**config.mk**
```make
export PLATFORM = sky130hd
export DESIGN_NAME = agc_loop_ctrl
export DESIGN_NICKNAME = d
export VERILOG_FILES = /design/src/rtl/agc_loop_ctrl_pkg.sv /design/src/rtl/agc_gain_int.sv /design/src/rtl/agc_loop_ctrl.sv
export SDC_FILE = /design/constraint.sdc
export NUM_CORES = 1
export LEC_CHECK = 0
export ABC_AREA = 1
export ABC_CLOCK_PERIOD_IN_PS = 5500
export CORE_ASPECT_RATIO = 2
export CORE_UTILIZATION = 45
export DETAILED_ROUTE_END_ITERATION = 16
export PLACE_DENSITY = 0.72
export SYNTH_ARGS = -nofsm -noshare
export SYNTH_HDL_FRONTEND = slang
export SYNTH_SLANG_ARGS = --single-unit
```
**constraint.sdc**
```tcl
create_clock -name clk_i -period 5.5 [get_ports clk_i]
set_input_delay 1.1 -clock clk_i [delete_from_list [all_inputs] [get_ports clk_i]]
set_output_delay 1.1 -clock clk_i [all_outputs]
set_load 0.05 [all_outputs]
```
**src/rtl/agc_loop_ctrl_pkg.sv**
```systemverilog
// Shared types and helpers for the AGC loop controller and its gain integrator.
package agc_loop_ctrl_pkg;

  localparam int GW = 24;

  typedef enum logic [1:0] {
    ST_IDLE   = 2'd0,
    ST_ATTACK = 2'd1,
    ST_HANG   = 2'd2,
    ST_DECAY  = 2'd3
  } agc_state_e;

  // Attack step: -((e << 7) >>> sh). The caller only uses it for e > 0.
  function automatic logic signed [GW-1:0] attack_step(input logic signed [16:0] e,
                                                        input logic [3:0] sh);
    logic signed [GW-1:0] ext;
    ext = GW'(e);
    ext = ext <<< 7;
    ext = ext >>> sh;
    return -ext;
  endfunction

endpackage

```
**src/rtl/agc_gain_int.sv**
```systemverilog
// Saturating 24-bit unsigned gain integrator with a programmable upper-byte ceiling.
module agc_gain_int
  import agc_loop_ctrl_pkg::*;
(
  input  logic                 clk_i,
  input  logic                 rst_i,
  input  logic                 ce_i,
  input  logic signed [GW-1:0] d_i,
  input  logic [7:0]           max_i,
  input  logic                 ld_i,
  input  logic [GW-1:0]        ld_val_i,
  output logic [GW-1:0]        gain_o,
  output logic                 gain_v_o
);

  logic [GW-1:0]        gain_q, gain_d;
  logic                 gain_v_q;
  logic signed [GW+1:0] sum;
  logic [GW-1:0]        ceil;

  // Two guard bits: gain up to 2^24-1 plus a positive step must not look negative.
  always_comb begin
    ceil = {max_i, 16'hFFFF};
    sum  = $signed({2'b00, gain_q}) + $signed({{2{d_i[GW-1]}}, d_i});
    if (sum[GW+1])
      gain_d = '0;
    else if (sum[GW] || (sum[GW-1:16] > max_i))
      gain_d = ceil;
    else
      gain_d = sum[GW-1:0];
  end

  always_ff @(posedge clk_i) begin
    if (rst_i) begin
      gain_q   <= '0;
      gain_v_q <= 1'b0;
    end else if (ld_i) begin
      gain_q   <= ld_val_i;
      gain_v_q <= 1'b0;
    end else if (ce_i) begin
      gain_q   <= gain_d;
      gain_v_q <= 1'b1;
    end else begin
      gain_v_q <= 1'b0;
    end
  end

  assign gain_o   = gain_q;
  assign gain_v_o = gain_v_q;

endmodule

```
**src/rtl/agc_loop_ctrl.sv**
```systemverilog
// AGC loop controller: stage 1 classifies each sample into attack/hang/decay, stage 2 integrates.
module agc_loop_ctrl
  import agc_loop_ctrl_pkg::*;
#(
  parameter int MW = 16,
  parameter int HW = 12
) (
  input  logic          clk_i,
  input  logic          rst_i,
  input  logic          en_i,
  input  logic [MW-1:0] mag_i,
  input  logic          mag_v_i,
  input  logic [MW-1:0] ref_i,
  input  logic [3:0]    atk_i,
  input  logic [15:0]   dstep_i,
  input  logic [HW-1:0] hang_i,
  input  logic [7:0]    max_i,
  input  logic          ld_i,
  input  logic [GW-1:0] ld_val_i,
  output logic [GW-1:0] gain_o,
  output logic          gain_v_o,
  output logic [1:0]    state_o,
  output logic          ovl_o
);

  logic signed [MW:0]   e_c, e_q;
  logic signed [16:0]   e_ext;
  agc_state_e           ph_c, ph_q, state_q;
  logic [HW-1:0]        hang_q, hang_d;
  logic                 s1_vld_q, ovl_q, accept, ce;
  logic signed [GW-1:0] d;

  assign accept = mag_v_i & en_i;

  always_comb begin
    e_c    = $signed({1'b0, mag_i}) - $signed({1'b0, ref_i});
    ph_c   = ST_DECAY;
    hang_d = hang_q;
    if (!e_c[MW] && (e_c != '0)) begin
      ph_c = ST_ATTACK;
      if (accept) hang_d = hang_i;
    end else if (hang_q != '0) begin
      ph_c = ST_HANG;
      if (accept) hang_d = hang_q - 1'b1;
    end
    if (!en_i) hang_d = '0;
  end

  always_ff @(posedge clk_i) begin
    if (rst_i) begin
      e_q      <= '0;
      ph_q     <= ST_IDLE;
      state_q  <= ST_IDLE;
      hang_q   <= '0;
      s1_vld_q <= 1'b0;
      ovl_q    <= 1'b0;
    end else begin
      s1_vld_q <= accept;
      hang_q   <= hang_d;
      if (accept) begin
        e_q     <= e_c;
        ph_q    <= ph_c;
        state_q <= ph_c;
        ovl_q   <= (ph_c == ST_ATTACK);
      end else if (!en_i) begin
        state_q <= ST_IDLE;
      end
    end
  end

  // Stage 2 step; dropping en discards whatever sits in stage 1.
  always_comb begin
    e_ext = 17'(e_q);
    unique case (ph_q)
      ST_ATTACK: d = attack_step(e_ext, atk_i);
      ST_DECAY:  d = $signed({8'h00, dstep_i});
      default:   d = '0;
    endcase
  end

  assign ce = s1_vld_q & en_i;

  agc_gain_int u_int (
    .clk_i    (clk_i),
    .rst_i    (rst_i),
    .ce_i     (ce),
    .d_i      (d),
    .max_i    (max_i),
    .ld_i     (ld_i),
    .ld_val_i (ld_val_i),
    .gain_o   (gain_o),
    .gain_v_o (gain_v_o)
  );

  assign state_o = state_q;
  assign ovl_o   = ovl_q;

endmodule

```
* Word-level counts from Yosys, hierarchy flattened
Index checks and enable logic that the tools add are counted.
** Storage, ports and cells
- Register bits after elaboration :: 60
- Input bits :: 101
** Operators by class
- Add/subtract/negate cells :: 4
- $lt $le $gt $ge :: 1
- Equal/unequal tests :: 6
- Shift operators :: 1
- Multiplexer cells :: 14
- Bitwise gates (word level) :: 3
- Reductions and logical operators :: 10
** Operator list (number)
- 2-to-1 mux 24 bit :: 4
- 2-to-1 mux 12 bit :: 4
- one-hot mux 24 bit (2 select lines) :: 1
- adder 25 x 24 -> 26 bit :: 1
- negation 24 bit :: 1
- >>> shifter 24 x 4 -> 24 bit :: 1
- nonzero test 17 bit :: 1
- subtractor 16 x 16 -> 17 bit :: 1
- nonzero test 12 bit :: 1
- subtractor 12 x 1 -> 12 bit (second input constant) :: 1
- greater-than comparator 8 bit :: 1
- 2-to-1 mux 2 bit :: 3
- equality test 2 x 1 -> 1 bit (second input constant) :: 2
- != test 2 bit (second input constant) :: 2
- nonzero test 2 bit :: 2
- OR reduction 2 bit :: 2
- AND reduction 3 bit :: 1
- AND 1 bit :: 2
- equality test 2 bit (second input constant) :: 1
- 2-to-1 mux 1 bit :: 2
- != test 2 x 1 -> 1 bit (second input constant) :: 1
- logical AND 1 bit :: 1
- logical NOT 1 bit :: 1
- logical OR 1 bit :: 1
- inverter 1 bit :: 1

* Longest topological paths before layout
- Word-level depth :: 10
- Depth in mapped cells :: 39

* Modules after synthesis
A second synthesis with hierarchy kept.
** Unflattened totals
- Cells, all modules :: 1422
- Area, all modules :: 7920.1 um^2
** Modules (own cells, without submodules)
- agc_loop_ctrl :: instances 1, cells each 885, area an instance 4748.3 um^2
- agc_gain_int :: instances 1, cells each 537, area an instance 3171.8 um^2

* Worst setup path before layout
Ideal clock, no wire load.
- Path type :: in2reg
- Start point :: in atk_i[0]
- End point :: reg u_int.gain_q[10] (netlist: u_int.gain_o[10])
- Library setup time :: 0.143 ns
- Arrival :: 5.692 ns
- Data required time :: 5.357 ns
- Slack :: -0.335 ns
- Cell stages on the path :: 34
- Path buffers :: 3
- Path through :: buf_6 -> inv_4 -> buf_6 -> nand2_1 -> nand3_1 -> nand3_1 -> nand2_1 -> a21oi_2 -> ha_1 -> nand2_1 -> nor2_1 -> nand2_1 -> nor2_2 -> nand3b_1 -> nor2_1 -> nor3_1 -> ha_1 -> nand2_1 -> nor4_1 -> nand4_1 -> nand3_1 -> nand2_1 -> nand3_1 -> xor2_1 -> inv_1 -> ha_1 -> nand2_1 -> inv_1 -> nand3_1 -> o21ai_1 -> nand3_2 -> clkbuf_4 -> o21ai_2 -> a21oi_2
** On the way
- Longest elaborated chain between the ends :: 10
** Ends and longest elaborated chain
- start, declared :: RTL line agc_loop_ctrl.sv:14 : input logic [3:0] atk_i,
- >>> shifter 24 x 4 -> 24 bit (*) :: RTL line agc_loop_ctrl_pkg.sv:19 : ext = ext >>> sh;
- negation 24 bit (*) :: RTL line agc_loop_ctrl_pkg.sv:20 : return -ext;
- one-hot mux 24 bit (2 select lines) (*) :: RTL line agc_loop_ctrl.sv:74 : unique case (ph_q)
- adder 25 x 24 -> 26 bit (*) :: RTL line agc_gain_int.sv:24 : sum = $signed({2'b00, gain_q}) + $signed({{2{d_i[GW-1]}}, d_i});
- greater-than comparator 8 bit :: RTL line agc_gain_int.sv:27 : else if (sum[GW] || (sum[GW-1:16] > max_i))
- logical OR 1 bit :: RTL line agc_gain_int.sv:27
- 2-to-1 mux 24 bit :: RTL line agc_gain_int.sv:27
- 2-to-1 mux 24 bit (*) :: RTL line agc_gain_int.sv:25 : if (sum[GW+1])
- 2-to-1 mux 24 bit (*) :: RTL line agc_gain_int.sv:40 : end else if (ce_i) begin
- 2-to-1 mux 24 bit (*) :: RTL line agc_gain_int.sv:37 : end else if (ld_i) begin
- end signal, assigned :: RTL line agc_gain_int.sv:38 : gain_q <= ld_val_i;
- end signal, assigned :: RTL line agc_gain_int.sv:41 : gain_q <= gain_d;
- end, declared :: RTL line agc_gain_int.sv:16 : logic [GW-1:0] gain_q, gain_d;
Every way passes the cells marked *; elsewhere a longest branch is shown, timed or not. The select of a mux whose other input is x is not followed.
A chain may end at the register's enable or synchronous reset.

* Worst setup path after layout
- Start point :: in atk_i[0]
- End point :: reg u_int.gain_q[21] (netlist: u_int.gain_o[21])
The elaborated chain is that of the path after synthesis.

==> metrics.txt <==
Final Hold Fails=0; Mean Syn Cell Area=between 6 and 7 um2; Setup TNS Final=-2.45 ns; initial antenna violation count=0; Logic pwr share=roughly half; vias per inst=~5.4; Worst Path Max Fanout=6; WL/cell=between 15 and 20 um; Pint=0.00134 W; sequential share of the synthesized area=~17%; critical path class=in2reg; RSZ-0062 raised after global routing=true; First-pass DRT Iterations=5; dpl cell area=about 9700 um2; final setup vio count=23; all-layer global routing usage=29.8%; antenna-violating nets left=0; vias in the first global route=between 8,000 and 9,000; status=finished with violations; # nets final=between 1,500 and 2,000; clk sinks=60; Row Count=64; core area=~15,000 um2; top cells by area, synth=nand2_1, dfxtp_1, nand3_1, ha_1, inv_1; overall die height=~180 um; Switching Share=39.5%; initial core utilization=around 46%; CTS tree=done; final wirelength=26.5 mm; Buffers on Ports=between 100 and 150; layout cells sized above 1=between 30% and 40%; first-pass GRT wire length=approximately 38 mm; Post-synth EDFFs=0; Mapped Cells=1,168; CTS buffer count=9; Post-Layout Cell Count=~1,700; max-slew violation count=0; Leak=~5.6 nW; Ports=129; clock power share=about 27%; via count=about 9,100; sequential share of power=roughly 22%; Power Density=~200 nW/um2; hpwl dp=19.4 mm; worst r2r src=e_ext[4]; #FFs+latches synth=60; Post-Syn Nets=about 1,300; critical path arrival=just under 6 ns; Overflow after GRT=0; max cap viols=0; clock latency on the worst-skew pair=0.34 ns; most common cell after layout, fill and taps aside=nand2_1; startpoint types=primary input; max frequency=177 MHz; crit path from=atk_i[0]; worst vdd ir=approximately 0.00017 V; slowest CP cell=ha_1; Worst Slack Setup Final=-0.152 ns; Hold Buf Count CTS=0; P_sw=0.000875 W; pin count of the biggest net entering global routing=38; main flop type after synthesis=dfxtp_1; Yosys top cell by area=nand2_1; HP Class=reg2reg; synthesized area=slightly above 7000 um2; Remaining DRCs=0; Worst-Margin Slew=about 0.86 ns; Synth cell types=48; area grow syn2layout=61.3%; ant diodes=0; min-delay src=state_o[0]; YS warnings=0; most frequent CP cell=a21oi_2; CP endpoint kind=register; Setup Skew=0.0126 ns; hold_ws=0.483 ns; most frequent cells in the layout=nand2_1, buf_4, inv_1; Root Buffer=clkbuf_16; clock-pin slew on the worst setup and hold paths=roughly 0.060 ns; Max transition margin=between 40% and 50%; Design Area, Final=around 11,000 um2; Inst Count DP=approximately 1,600; H-Tree Depth=3; critical path data required time=5.76 ns; Clock Tree Buf Depth=2; GPL Wtd Cong=~0.91; max incr delay on CP=0.34 ns; chip width=approximately 90 um; die area=between 15,000 and 20,000 um2; Yosys top cell area share=17.3%; fin crit share=103%; min Tclk post-route=5.65 ns; Initial DRC Count=around 280; Synth async-reset ratio=0%; fill count=roughly 1,200; failing checks=setup timing
-- sequential cells by signal, indices dropped and copies added (netlist names) --
name and cells:
u_int.gain_o 24, s1_vld_q 1, e_ext 17, state_o 2, ovl_o 1, hang_q 12
ph_q 2, u_int.gain_v_o 1
-- area by class of cell --
type | count | area [um2] | share of cell area [%]
well taps | 198 | 248 | 2.18
clock inverters | 6 | 71.3 | 0.627
repair buffers | 330 | 3020 | 26.6
inverters | 153 | 596 | 5.24
flip-flops and latches | 60 | 1200 | 10.6
clock buffers | 10 | 239 | 2.10
multi-input cells | 917 | 5990 | 52.7
-- worst max-delay path, delay by kind of cell --
kind                       cells  cell delay [ns]
and+or+nand+nor               14             1.70
xor gates and xnor gates       1             0.20
buffers and inverters          4             0.54
adders and majority gates      3             0.90
AOI/OAI and AO/OA             10             1.46
-- per-layer routing --
metal,global-route usage [%],routed length (um),up-vias
met3,3.27,797,151
met1,25.3,8690,4144
met5,0,0,-
li1,-,-,4459
met4,21.8,2120,0
met2,61.9,14900,307
-- worst paths after layout --
check / endpoint / slack [ns] / cells past startpoint
min: state_o[0] / 0.48 / 2
min reg2reg: state_o[0] / 0.48 / 2
max reg2reg: u_int.gain_o[21] / 0.35 / 31
max: u_int.gain_o[21] / -0.15 / 32
-- synthesized netlist by cell type (all sizes together) (2+ instances only) --
cell type  number
clkbuf         15
o211ai         13
nand2         335
a21boi          5
o21ai          82
o21a            2
a31oi           3
nand4          12
xor2           30
buf            23
nor3           17
a21oi          95
a32o            4
nor2           85
nor4            4
o31ai           2
inv           153
xnor2          10
nand3         148
dfxtp          60
nand3b          3
fa              2
a21o            3
o21bai          5
ha             51
-- stage by stage --
step                power (W)  worst slack (ns)  util [%]
finish                0.00222            -0.152      74.3
global route          0.00232            -0.405      74.3
CTS                   0.00208           -0.0177      69.2
detailed placement    0.00140             -1.17      63.7
global placement      0.00139             -1.09      63.7
floorplan             0.00104           0.00267         -
-- cells by family (layout without fill, tap and decap cells) --
kind of cell,count (synthesis),count (layout),synth area share (%)
buf+inv,191,499,11.4
xor+xnor,40,40,4.97
flops,60,60,17.0
simple gates,605,605,37.8
fa+ha+maj,53,53,9.62
compound gates,219,219,19.2
-- power by group through the flow --
stage	sequential, W	clock [W]	combinational, W
2_1_floorplan	0.000532	0	0.000504
3_3_place_gp	0.000498	0	0.000889
3_5_place_dp	0.000498	0	0.000900
4_1_cts	0.000490	0.000603	0.000983
5_1_grt	0.000497	0.000619	0.00121
6_report	0.000495	0.000601	0.00112
-- what timing repair did --
action | 4_1_cts | 5_1_grt
buffers inserted | 18 | 10
cloned | 2 | 4
endpoints found under the setup margin | 24 | 24
pin swaps | 41 | 67
resized for setup | 102 | 147
Note: power is estimated with default switching activity, not from simulation.
